## config.mk

```make
export PLATFORM = sky130hd
export DESIGN_NAME = sqwave_meas
export DESIGN_NICKNAME = d
export VERILOG_FILES = /design/src/rtl/sqwave_pkg.sv /design/src/rtl/sync_edge.sv /design/src/rtl/sqwave_meas.sv
export SDC_FILE = /design/constraint.sdc
export NUM_CORES = 1
export LEC_CHECK = 0
export BUFFER_PORTS_ARGS = -buffer_cell sky130_fd_sc_hd__buf_4
export CAP_MARGIN = 20
export CORE_ASPECT_RATIO = 0.9
export CORE_MARGIN = 5
export CORE_UTILIZATION = 55
export CTS_CLUSTER_DIAMETER = 120
export CTS_CLUSTER_SIZE = 12
export DETAILED_ROUTE_END_ITERATION = 8
export MAX_ROUTING_LAYER = met4
export PLACE_DENSITY = 0.75
export SLEW_MARGIN = 20
export SYNTH_ARGS = -nofsm -noshare
export SYNTH_HDL_FRONTEND = slang
export SYNTH_HIERARCHICAL = 1
export SYNTH_SLANG_ARGS = --single-unit
```

## constraint.sdc

```tcl
create_clock -name clk -period 2.8 [get_ports clk]
set_input_delay 0.14 -clock clk [delete_from_list [all_inputs] [get_ports clk]]
set_output_delay 0.14 -clock clk [all_outputs]
set_load 0.02 [all_outputs]
```

## src/rtl/sqwave_pkg.sv

```systemverilog
// sqwave_pkg: shared FSM state encoding and default sizing for the square-wave
// measurement block and its companion generator.
package sqwave_pkg;
    localparam int TICK_CYCLES_DEF = 5;
    localparam int UNIT_W_DEF      = 4;

    typedef enum logic [1:0] {
        IDLE  = 2'd0,
        HIGH  = 2'd1,
        LOW   = 2'd2,
        STUCK = 2'd3
    } state_t;
endpackage

```

## src/rtl/sync_edge.sv

```systemverilog
// sync_edge: two-flop synchronizer for an asynchronous input, plus single-cycle
// rise/fall pulses found by comparing the synchronized level with its last value.
module sync_edge (
    input  logic clk,
    input  logic rst_n,
    input  logic in,
    output logic level,
    output logic rise,
    output logic fall
);
    logic meta, prev;

    always_ff @(posedge clk or negedge rst_n) begin
        if (!rst_n) {meta, level, prev} <= 3'b000;
        else        {meta, level, prev} <= {in, meta, level};
    end

    assign rise = level & ~prev;
    assign fall = ~level & prev;
endmodule

```

## src/rtl/sqwave_meas.sv

```systemverilog
// sqwave_meas: measures high/low times of a square wave in units of TICK_CYCLES
// clocks, with rounding, and flags a level held beyond the measurable range.
module sqwave_meas
    import sqwave_pkg::*;
#(
    parameter int TICK_CYCLES = TICK_CYCLES_DEF,
    parameter int UNIT_W      = UNIT_W_DEF
) (
    input  logic              clk,
    input  logic              rst_n,
    input  logic              in,
    output logic [UNIT_W-1:0] m,
    output logic [UNIT_W-1:0] n,
    output logic              valid,
    output logic              stuck
);
    localparam int PW = (TICK_CYCLES > 1) ? $clog2(TICK_CYCLES) : 1;
    localparam logic [PW-1:0]     PRE_LAST = PW'(TICK_CYCLES - 1);
    localparam logic [PW-1:0]     PRE_HALF = PW'(TICK_CYCLES / 2);
    localparam logic [UNIT_W-1:0] MAX      = '1;

    logic level, rise, fall, toggle, wrap, ovf, valid_d, stuck_d;
    logic [PW-1:0] pre;
    logic [UNIT_W-1:0] cnt, meas, m_tmp, m_tmp_d, m_d, n_d;
    state_t state, state_d;

    sync_edge u_sync (
        .clk   (clk),
        .rst_n (rst_n),
        .in    (in),
        .level (level),
        .rise  (rise),
        .fall  (fall)
    );

    assign toggle = rise | fall;
    assign wrap   = (pre == PRE_LAST);
    assign ovf    = wrap && (cnt == MAX) && !toggle;
    // The edge cycle itself still counts toward the phase just ended.
    assign meas   = (wrap && cnt != MAX) ? cnt + UNIT_W'(1) : cnt;

    always_ff @(posedge clk or negedge rst_n) begin
        if (!rst_n) begin
            pre <= '0;
            cnt <= '0;
        end else if (toggle) begin
            pre <= PRE_HALF;
            cnt <= '0;
        end else begin
            pre <= wrap ? '0 : pre + PW'(1);
            cnt <= wrap ? cnt + UNIT_W'(1) : cnt;
        end
    end

    always_ff @(posedge clk or negedge rst_n) begin
        if (!rst_n) begin
            state <= IDLE;
            m_tmp <= '0;
            m     <= '0;
            n     <= '0;
            valid <= 1'b0;
            stuck <= 1'b0;
        end else begin
            state <= state_d;
            m_tmp <= m_tmp_d;
            m     <= m_d;
            n     <= n_d;
            valid <= valid_d;
            stuck <= stuck_d;
        end
    end

    always_comb begin
        state_d = state;
        m_tmp_d = m_tmp;
        m_d     = m;
        n_d     = n;
        valid_d = 1'b0;
        stuck_d = stuck;
        if (state != STUCK && ovf) begin
            state_d = STUCK;
            m_d     = level ? MAX : '0;
            n_d     = level ? '0 : MAX;
            valid_d = 1'b1;
            stuck_d = 1'b1;
        end else begin
            case (state)
                IDLE: state_d = rise ? HIGH : IDLE;
                HIGH: if (fall) begin
                    state_d = LOW;
                    m_tmp_d = meas;
                end
                LOW: if (rise) begin
                    state_d = HIGH;
                    m_d     = m_tmp;
                    n_d     = meas;
                    valid_d = 1'b1;
                end
                STUCK: if (toggle) begin
                    state_d = rise ? HIGH : IDLE;
                    stuck_d = 1'b0;
                end
                default: state_d = IDLE;
            endcase
        end
    end
endmodule

```

==> impl_metrics.csv, run 1 <==
group,metric,value,unit
global_routing,grt_pass1_vias,891,
routing,vias,889,
logic_synthesis,synth_cell_types,31,
critical_path,critPathCaptureType,"register",
critical_path,cp_max_fo,14,
power,internal_power,0.679,mW
clock_tree,cts_resized,0,
power,p_sw,0.292,mW
power,p_clk_share,26.2,%
logic_synthesis,synthArstFlopShare,100,%
layout,drive_gt1_share,16.9,%
timing,slew_violations,0,
layout,layout.nets,140,
layout,final_cells,157,
logic_synthesis,synth_edf_count,0,
critical_path,startpoint,"u_sync/level",
power,pwr-share-seq,48.5,%
critical_path,crit_required,3.00,ns
logic_synthesis,synth_seq_cells,26,
layout,final_cell_area,1380,um^2
critical_path,rr_startpoint,"u_sync/level",
timing,rsz0062_at_grt,"no",
logic_synthesis,synth_seq_area_share,53.9,%
critical_path,max_stage_delay,0.65,ns
floorplanning,start_util,56.4,%
clock_tree,htree_levels,1,
clock_tree,post_cts_buffers,0,
timing,skew,0.00514,ns
floorplanning,die_h,54.5,um
routing,drtPass1Iterations,4,
critical_path,path_delay_family,"simple AND/OR/NAND/NOR gates",
clock_tree,ctsHoldBuffers,2,
clock_tree,clk_path_buf_depth,2,
floorplanning,num_io_pins,13,
clock_tree,clock-sinks,26,
run_status,status,"complete, no violations",
critical_path,worstPathCellList,"and2b_2 > or2_1 > or4_4 > nor2_1 > a31oi_1",
logic_synthesis,syn_nets,125,
routing,drc_errors,0,
routing,antenna_left,0,
timing,fin_crit,2.22,ns
critical_path,cp-start-kind,"register",
logic_synthesis,syn_area,1210,um^2
logic_synthesis,ys_warn_count,6,
clock_tree,cts_made_buffers,3,
timing,tightest_slew,0.377,ns
routing,finalWirelength,2260,um
global_routing,antenna_found_initial,0,
timing,maxSlewHeadroom,74.8,%
floorplanning,rows,16,
power,p_leak,0.664,nW
layout,antenna_cells,0,
floorplanning,die_w,59.4,um
logic_synthesis,synthCells,116,
critical_path,slowest_stage,"or4_4",
floorplanning,design.core.area,2140,um^2
place,placed_area,1310,um^2
clock_tree,root_buffer,"clkbuf_4",
timing,setup_tns,0,ns
worst_hold_path,hold_path.class,"primary input to async pin",
clock_tree,worstSkewPairLatency,0.32,ns
layout,fill_cells,173,
timing,finalCritPeriodShare,79.2,%
power,power_switching_share,30.1,%
critical_path,cp.arrival,2.42,ns
routing,via_per_inst,5.66,
global_routing,grt_pass1_wl,3970,um
routing,drtIter0Drc,41,
place,port_buffers,12,
floorplanning,die_area,3230,um^2
power,power_density,704,nW/um^2
place,hpwl,1690,um
timing,hold_violations,0,
routing,avgRoutedWirePerCell,14.4,um
critical_path,cp.buffers_inverters,0,
critical_path,path_class,"register to register",
place,gp_congestion,0.808,
clock_tree,cts_tree,"done",
clock_tree,path_clk_slew,0.14,ns
global_routing,overflow,0,
layout,area_growth,14.1,%
global_routing,gr-usage-all-layers,17.3,%
job,max_cap_violations,0,
timing,max_freq,451,MHz
timing,hold_ws,0.243,ns
power,vdd_drop_max,0.610,mV
global_routing,grt_start_max_net_pins,27,
place,dp_cells,151,
timing,setup_viol_count_final,0,
power,combPwrFrac,25.3,%
logic_synthesis,ys.flop_type,"dfrtp_1",
logic_synthesis,syn_avg_cell_area,10.4,um^2
-- cell type report --
type,count,area [um^2],share of cell area [%]
sequential,26,651,47.2
multi-input combinational,81,512,37.1
timing repair buffer,14,110,7.99
tap,27,33.8,2.45
clock inverter,1,30.0,2.18
clock buffer,3,22.5,1.63
inverter,5,18.8,1.36
-- cells in the final DEF, fill, tap and decap left out --
master,n
a211o_1,1
a211oi_1,1
a21oi_1,2
a221o_1,1
a311oi_2,1
a31oi_1,4
and2_1,2
and2b_2,1
and3_1,2
buf_4,12
bufinv_16,1
clkbuf_4,3
dfrtp_1,26
dlygate4sd3_1,2
ha_1,6
inv_1,5
mux2_2,2
mux2i_1,1
nand2_1,21
nand3_1,5
nand4_1,1
nor2_1,6
nor2b_1,2
nor3_1,4
o211ai_1,4
o21ai_0,5
or2_1,1
or2_2,1
or3_1,1
or4_4,1
xnor2_1,3
xor2_1,2
-- per-stage QoR --
step / power, mW / worst slack, ns / utilization [%]
after floorplan: 0.646 / 0.801 / -
after global placement: 0.711 / 0.669 / 60.9
after detailed placement: 0.723 / 0.607 / 60.9
after CTS: 0.977 / 0.590 / 64.3
after global routing: 1.04 / 0.508 / 64.3
final: 0.970 / 0.582 / 64.3
-- sequential cells by signal, indices dropped and copies added (netlist names) --
register and flops:
u_sync/prev 1, n 4, m_tmp 4, u_sync/level 1
m 4, stuck 1, valid 1, u_sync/meta 1
state 2, pre 3, cnt 4
-- path summary, 6_finish.rpt --
check | slack, ns | to | cells past startpoint
worst min-delay path | 0.24 | m_tmp[0] | 2
worst min register to register | 0.38 | u_sync/level | 0
worst max-delay path | 0.58 | m[0] | 5
worst max register to register | 0.58 | m[0] | 5
max in group asynchronous | 2.31 | cnt[1] | 2
min in group clk | 0.38 | u_sync/level | 0
-- per-layer routing --
layer	vias up	track usage (%)	wire length, um
li1	428	-	-
met1	427	20.4	1010
met3	6	4.48	116
met5	-	-	0
met2	28	28.2	1100
met4	0	7.55	35
-- power groups by stage --
stage	sequential (mW)	combinational [mW]	clock (mW)
5_1_grt	0.479	0.280	0.279
6_report	0.471	0.245	0.254
3_5_place_dp	0.477	0.247	0
4_1_cts	0.470	0.248	0.260
3_3_place_gp	0.474	0.237	0
2_1_floorplan	0.485	0.161	0
-- cell families (layout without fill, tap and decap cells) --
family	count (synthesis)	after routing	synth area share, %
adder cells (fa/ha/maj)	6	6	6.22
AND/OR/NAND/NOR	48	48	19.0
buffers and inverters	9	23	3.73
multiplexers	3	3	2.69
XOR/XNOR	5	5	3.63
flip-flops	26	26	53.9
AO/OA/AOI/OAI	19	19	10.9
-- synthesized netlist by cell type, drive strengths merged, types with 2 or more instances --
cell	instances	area share (%)
dfrtp	26	54
nand2	21	6.5
ha	6	6.2
nor2	6	1.9
inv	5	1.6
nand3	5	2.1
o21ai	5	2.1
a31oi	4	2.1
nor3	4	1.7
o211ai	4	2.5
xnor2	3	2.2
a21oi	2	0.83
and2	2	1.0
and3	2	1.0
buf	2	1.6
clkbuf	2	0.62
mux2	2	1.9
nor2b	2	1.0
or2	2	1.0
xor2	2	1.5
No activity file was read; power rests on OpenSTA's default activity.
==> inputs of run 2 (changes only) <==
Settings changed: CORE_UTILIZATION 55 to 51, PLACE_DENSITY 0.75 to 0.74.
Clock period 2.8 ns to 1.9 ns, I/O delays scaled along.
==> impl_metrics.csv, run 2 (synthesized netlist as in run 1, its figures left out) <==
group,metric,value,unit
timing,setup_slack,0.0123,ns
power,p_total,1.46,mW
routing,drtPass1Iterations,5,
timing,hold_violations,0,
critical_path,cp.arrival,2.12,ns
job,max_cap_violations,0,
clock_tree,root_buffer,"clkbuf_4",
floorplanning,design.core.area,2220,um^2
critical_path,cp.buffers_inverters,0,
layout,most-common-layout-cells,"dfrtp_1 (26), buf_4 (22), nand2_1 (21)",
place,gp_congestion,0.850,
timing,fin_crit,1.89,ns
place,hpwl,1660,um
critical_path,rr_endpoint,"n[3]",
power,vdd_drop_max,0.698,mV
clock_tree,path_clk_slew,0.14,ns
layout,layout.nets,151,
layout,final_common_cell,"dfrtp_1",
critical_path,rr_startpoint,"u_sync/level",
layout,area_growth,22.7,%
clock_tree,cts_tree,"done",
global_routing,grt_pass1_vias,886,
timing,tightest_slew,0.327,ns
place,port_buffers,12,
worst_hold_path,hold_path.class,"primary input to async pin",
routing,vias,909,
routing,finalWirelength,2380,um
layout,fill_cells,186,
critical_path,cp_max_fo,7,
critical_path,r2r_cells,5,
critical_path,cp.depth,5,
place,preCtsSetupSlack,0.0195,ns
power,p_leak,0.719,nW
critical_path,cp-start-kind,"register",
global_routing,gr-usage-all-layers,15.1,%
clock_tree,htree_levels,1,
routing,avgRoutedWirePerCell,14.2,um
timing,rsz0062_at_grt,"yes",
global_routing,grt_pass1_wl,3850,um
routing,antenna_left,0,
global_routing,overflow,0,
floorplanning,die_w,61.3,um
floorplanning,start_util,54.3,%
clock_tree,clk_path_buf_depth,2,
critical_path,r2r_slack,0.01,ns
timing,max_freq,530,MHz
clock_tree,clock-sinks,26,
critical_path,startpoint,"u_sync/level",
timing,maxSlewHeadroom,78.2,%
global_routing,antenna_found_initial,0,
floorplanning,rows,16,
timing,setup_viol_count_final,0,
critical_path,worstPathCellList,"and2b_2 > or2_4 > or4_4 > and3_4 > a211o_1",
routing,drtIter0Drc,27,
clock_tree,worstSkewPairLatency,0.33,ns
critical_path,critPathCaptureType,"register",
critical_path,critPathCapture,"n[3]",
floorplanning,num_io_pins,13,
timing,slew_violations,0,
timing,finalCritPeriodShare,99.4,%
clock_tree,cts_made_buffers,3,
run_status,status,"complete, no violations",
power,power_density,984,nW/um^2
critical_path,max_stage_delay,0.54,ns
critical_path,path_class,"register to register",
routing,drc_errors,0,
floorplanning,die_area,3440,um^2
critical_path,crit_required,2.13,ns
floorplanning,die_h,56.2,um
layout,antenna_cells,0,
critical_path,path_delay_family,"simple AND/OR/NAND/NOR gates",
global_routing,grt_start_max_net_pins,27,
critical_path,slowest_stage,"or4_4",
timing,skew,0.00245,ns
routing,via_per_inst,5.41,
layout,drive_gt1_share,26.2,%
run 2: cell count changes in the layout (fill, tap and decap cells not counted), sizes merged:
cell / previous run / this run
buf: 12 / 23
run 2: worst min-delay path by stage:
stage	cells after the start	from	slack [ns]	end
after floorplan	0	rst_n	-0.20	cnt[0]
after global placement	1	rst_n	0.02	cnt[2]
after CTS	2	rst_n	0.19	cnt[0]
final	2	rst_n	0.19	cnt[0]
after detailed placement	1	rst_n	0.02	n[0]
after global routing	2	rst_n	0.19	cnt[0]
run 2: routing by layer:
metal | global-route usage, % | up-vias | routed length, um
met5 | - | - | 0
met4 | 5.26 | 0 | 35
met3 | 4.41 | 5 | 119
met2 | 23.1 | 24 | 1160
met1 | 18.8 | 431 | 1070
li1 | - | 449 | -
run 2: stage by stage:
stage	instance area (um^2)	utilization, %	setup TNS (ns)	cells	hold WS, ns
after floorplan	1210	-	-0.135	116	-0.201
after global placement	1380	62.0	0	160	0.0190
after detailed placement	1380	62.0	0	160	0.0239
after CTS	1460	65.7	-0.000256	167	0.187
after global routing	1480	66.7	-0.0554	168	0.194
final	1480	66.7	0	168	0.189
run 2: area by class of cell:
type	count	area, um^2	area share [%]
clock buffer	3	22.5	1.52
clock inverter	1	30.0	2.03
inverter	5	18.8	1.27
multi-input combinational	81	529	35.7
sequential	26	651	43.9
tap	27	33.8	2.28
timing repair buffer	25	196	13.3
run 2: power breakdown:
group	leakage, nW	total, mW	internal, mW	switching, mW
Clock	0.0279	0.380	0.214	0.166
Combinational	0.344	0.389	0.177	0.212
Sequential	0.347	0.689	0.629	0.0593
run 2: repair_timing:
action	CTS	global route
resized for setup	1	4
buffers inserted	1	1
hold endpoints to repair	27	0
pin swaps	3	1
setup endpoints to repair	2	9
hold buffers	2	0
==> inputs of run 3 (changes only) <==
Settings changed: MAX_ROUTING_LAYER met4 to unset.
==> impl_metrics.csv, run 3 (synthesized netlist as in run 1, its figures left out) <==
group,metric,value,unit
power,p_sw,0.439,mW
floorplanning,die_h,56.2,um
timing,tightest_slew,0.327,ns
place,hpwl,1660,um
power,combPwrFrac,26.7,%
power,vdd_drop_max,0.700,mV
clock_tree,path_clk_slew,0.14,ns
timing,skew,0.00325,ns
clock_tree,clk_path_buf_depth,2,
layout,drive_gt1_share,26.2,%
critical_path,cp-start-kind,"register",
floorplanning,design.core.area,2220,um^2
layout,final_common_cell,"dfrtp_1",
clock_tree,root_buffer,"clkbuf_4",
global_routing,grt_pass1_wl,3840,um
global_routing,grtUsageMet3,4.41,%
critical_path,cp_max_fo,7,
critical_path,crit_required,2.14,ns
power,p_clk_share,26.1,%
power,p_leak,0.719,nW
clock_tree,htree_levels,1,
timing,fin_crit,1.88,ns
layout,layout.nets,151,
timing,rsz0062_at_grt,"yes",
timing,max_freq,531,MHz
global_routing,top_usage_layer,"met2",
floorplanning,die_w,61.3,um
routing,drc_errors,0,
routing,vias,909,
global_routing,antenna_found_initial,0,
timing,hold_ws,0.186,ns
global_routing,gr-usage-all-layers,14.8,%
run_status,status,"complete, no violations",
power,internal_power,1.02,mW
critical_path,cp.arrival,2.12,ns
floorplanning,start_util,54.3,%
place,gp_congestion,0.837,
clock_tree,cts_tree,"done",
layout,antenna_cells,0,
timing,hold_violations,0,
global_routing,globalRouteMet2Util,23.4,%
clock_tree,clock-sinks,26,
critical_path,slowest_stage,"or4_4",
timing,setup_viol_count_final,0,
clock_tree,worstSkewPairLatency,0.33,ns
critical_path,worstPathCellList,"and2b_2 > or2_4 > or4_4 > and3_4 > a211o_1",
routing,via_per_inst,5.41,
critical_path,cp.buffers_inverters,0,
critical_path,path_class,"register to register",
critical_path,path_delay_family,"simple AND/OR/NAND/NOR gates",
layout,final_util,66.7,%
timing,finalCritPeriodShare,99.1,%
timing,maxSlewHeadroom,78.2,%
routing,antenna_left,0,
place,port_buffers,12,
routing,avgRoutedWirePerCell,14.2,um
critical_path,critPathCaptureType,"register",
routing,finalWirelength,2380,um
power,power_switching_share,30.1,%
global_routing,met1_usage,18.6,%
power,p_total,1.46,mW
power,power_density,985,nW/um^2
global_routing,grt_pass1_vias,888,
floorplanning,num_io_pins,13,
clock_tree,cts_made_buffers,3,
job,max_cap_violations,0,
global_routing,grt_start_max_net_pins,27,
global_routing,overflow,0,
timing,slew_violations,0,
routing,drtIter0Drc,30,
critical_path,max_stage_delay,0.54,ns
layout,most-common-layout-cells,"dfrtp_1 (26), buf_4 (22), nand2_1 (21)",
layout,area_growth,22.7,%
floorplanning,die_area,3440,um^2
power,pwr-share-seq,47.2,%
routing,drtPass1Iterations,5,
worst_hold_path,hold_path.class,"primary input to async pin",
floorplanning,rows,16,
run 3: cell counts in the layout (fill, tap and decap cells not counted):
No cell type changed its count.
run 3: what timing repair did:
item,4_1_cts,5_1_grt
hold buffers,2,0
endpoints found under the setup margin,2,9
endpoints found under the hold margin,27,0
setup buffers,1,1
gates resized for setup,1,4
pin swaps,3,1
run 3: cell type report:
class                           count  area [um^2]
Clock inverter                      1         30.0
Fill cell                         186          741
Clock buffer                        3         22.5
Sequential cell                    26          651
Timing Repair Buffer               25          196
Inverter                            5         18.8
Multi-Input combinational cell     81          529
Tap cell                           27         33.8
run 3: final timing paths:
check,cells past startpoint,from,slack [ns],to
setup / recovery,5,u_sync/level,0.02,n[3]
hold / removal,2,rst_n,0.19,cnt[0]
setup reg to reg,5,u_sync/level,0.02,n[3]
hold reg to reg,0,u_sync/meta,0.38,u_sync/level
max in group asynchronous,2,rst_n,1.47,stuck
min in group clk,0,u_sync/meta,0.38,u_sync/level
run 3: metrics by stage:
| stage | cells | setup TNS, ns | instance area (um^2) | worst slack [ns] |
|---|---|---|---|---|
| finish | 168 | 0 | 1480 | 0.0176 |
| global route | 168 | -0.0560 | 1480 | -0.0313 |
| CTS | 167 | -0.000256 | 1460 | -0.000256 |
| detailed placement | 160 | 0 | 1380 | 0.0195 |
| global placement | 160 | 0 | 1380 | 0.0687 |
| floorplan | 116 | -0.135 | 1210 | -0.0638 |
run 3: power by group through the flow:
| stage | Combinational (mW) | Sequential [mW] | Clock [mW] |
|---|---|---|---|
| finish | 0.389 | 0.689 | 0.381 |
| global route | 0.433 | 0.704 | 0.413 |
| CTS | 0.385 | 0.689 | 0.395 |
| detailed placement | 0.377 | 0.701 | 0 |
| global placement | 0.365 | 0.696 | 0 |
| floorplan | 0.238 | 0.715 | 0 |
run 3: worst register-to-register path: stages, from the launching register on:
cell     delay (ns)
dfrtp_1        0.38
and2b_2        0.23
or2_4          0.23
or4_4          0.54
and3_4         0.20
a211o_1        0.21
run 3: metal layers:
layer,wire length (um),part of all wire (%),vias to the layer above
li1,-,-,449
met1,1060,45,433
met2,1160,49,22
met3,121,5.1,5
met4,35,1.5,0
met5,0,0,-
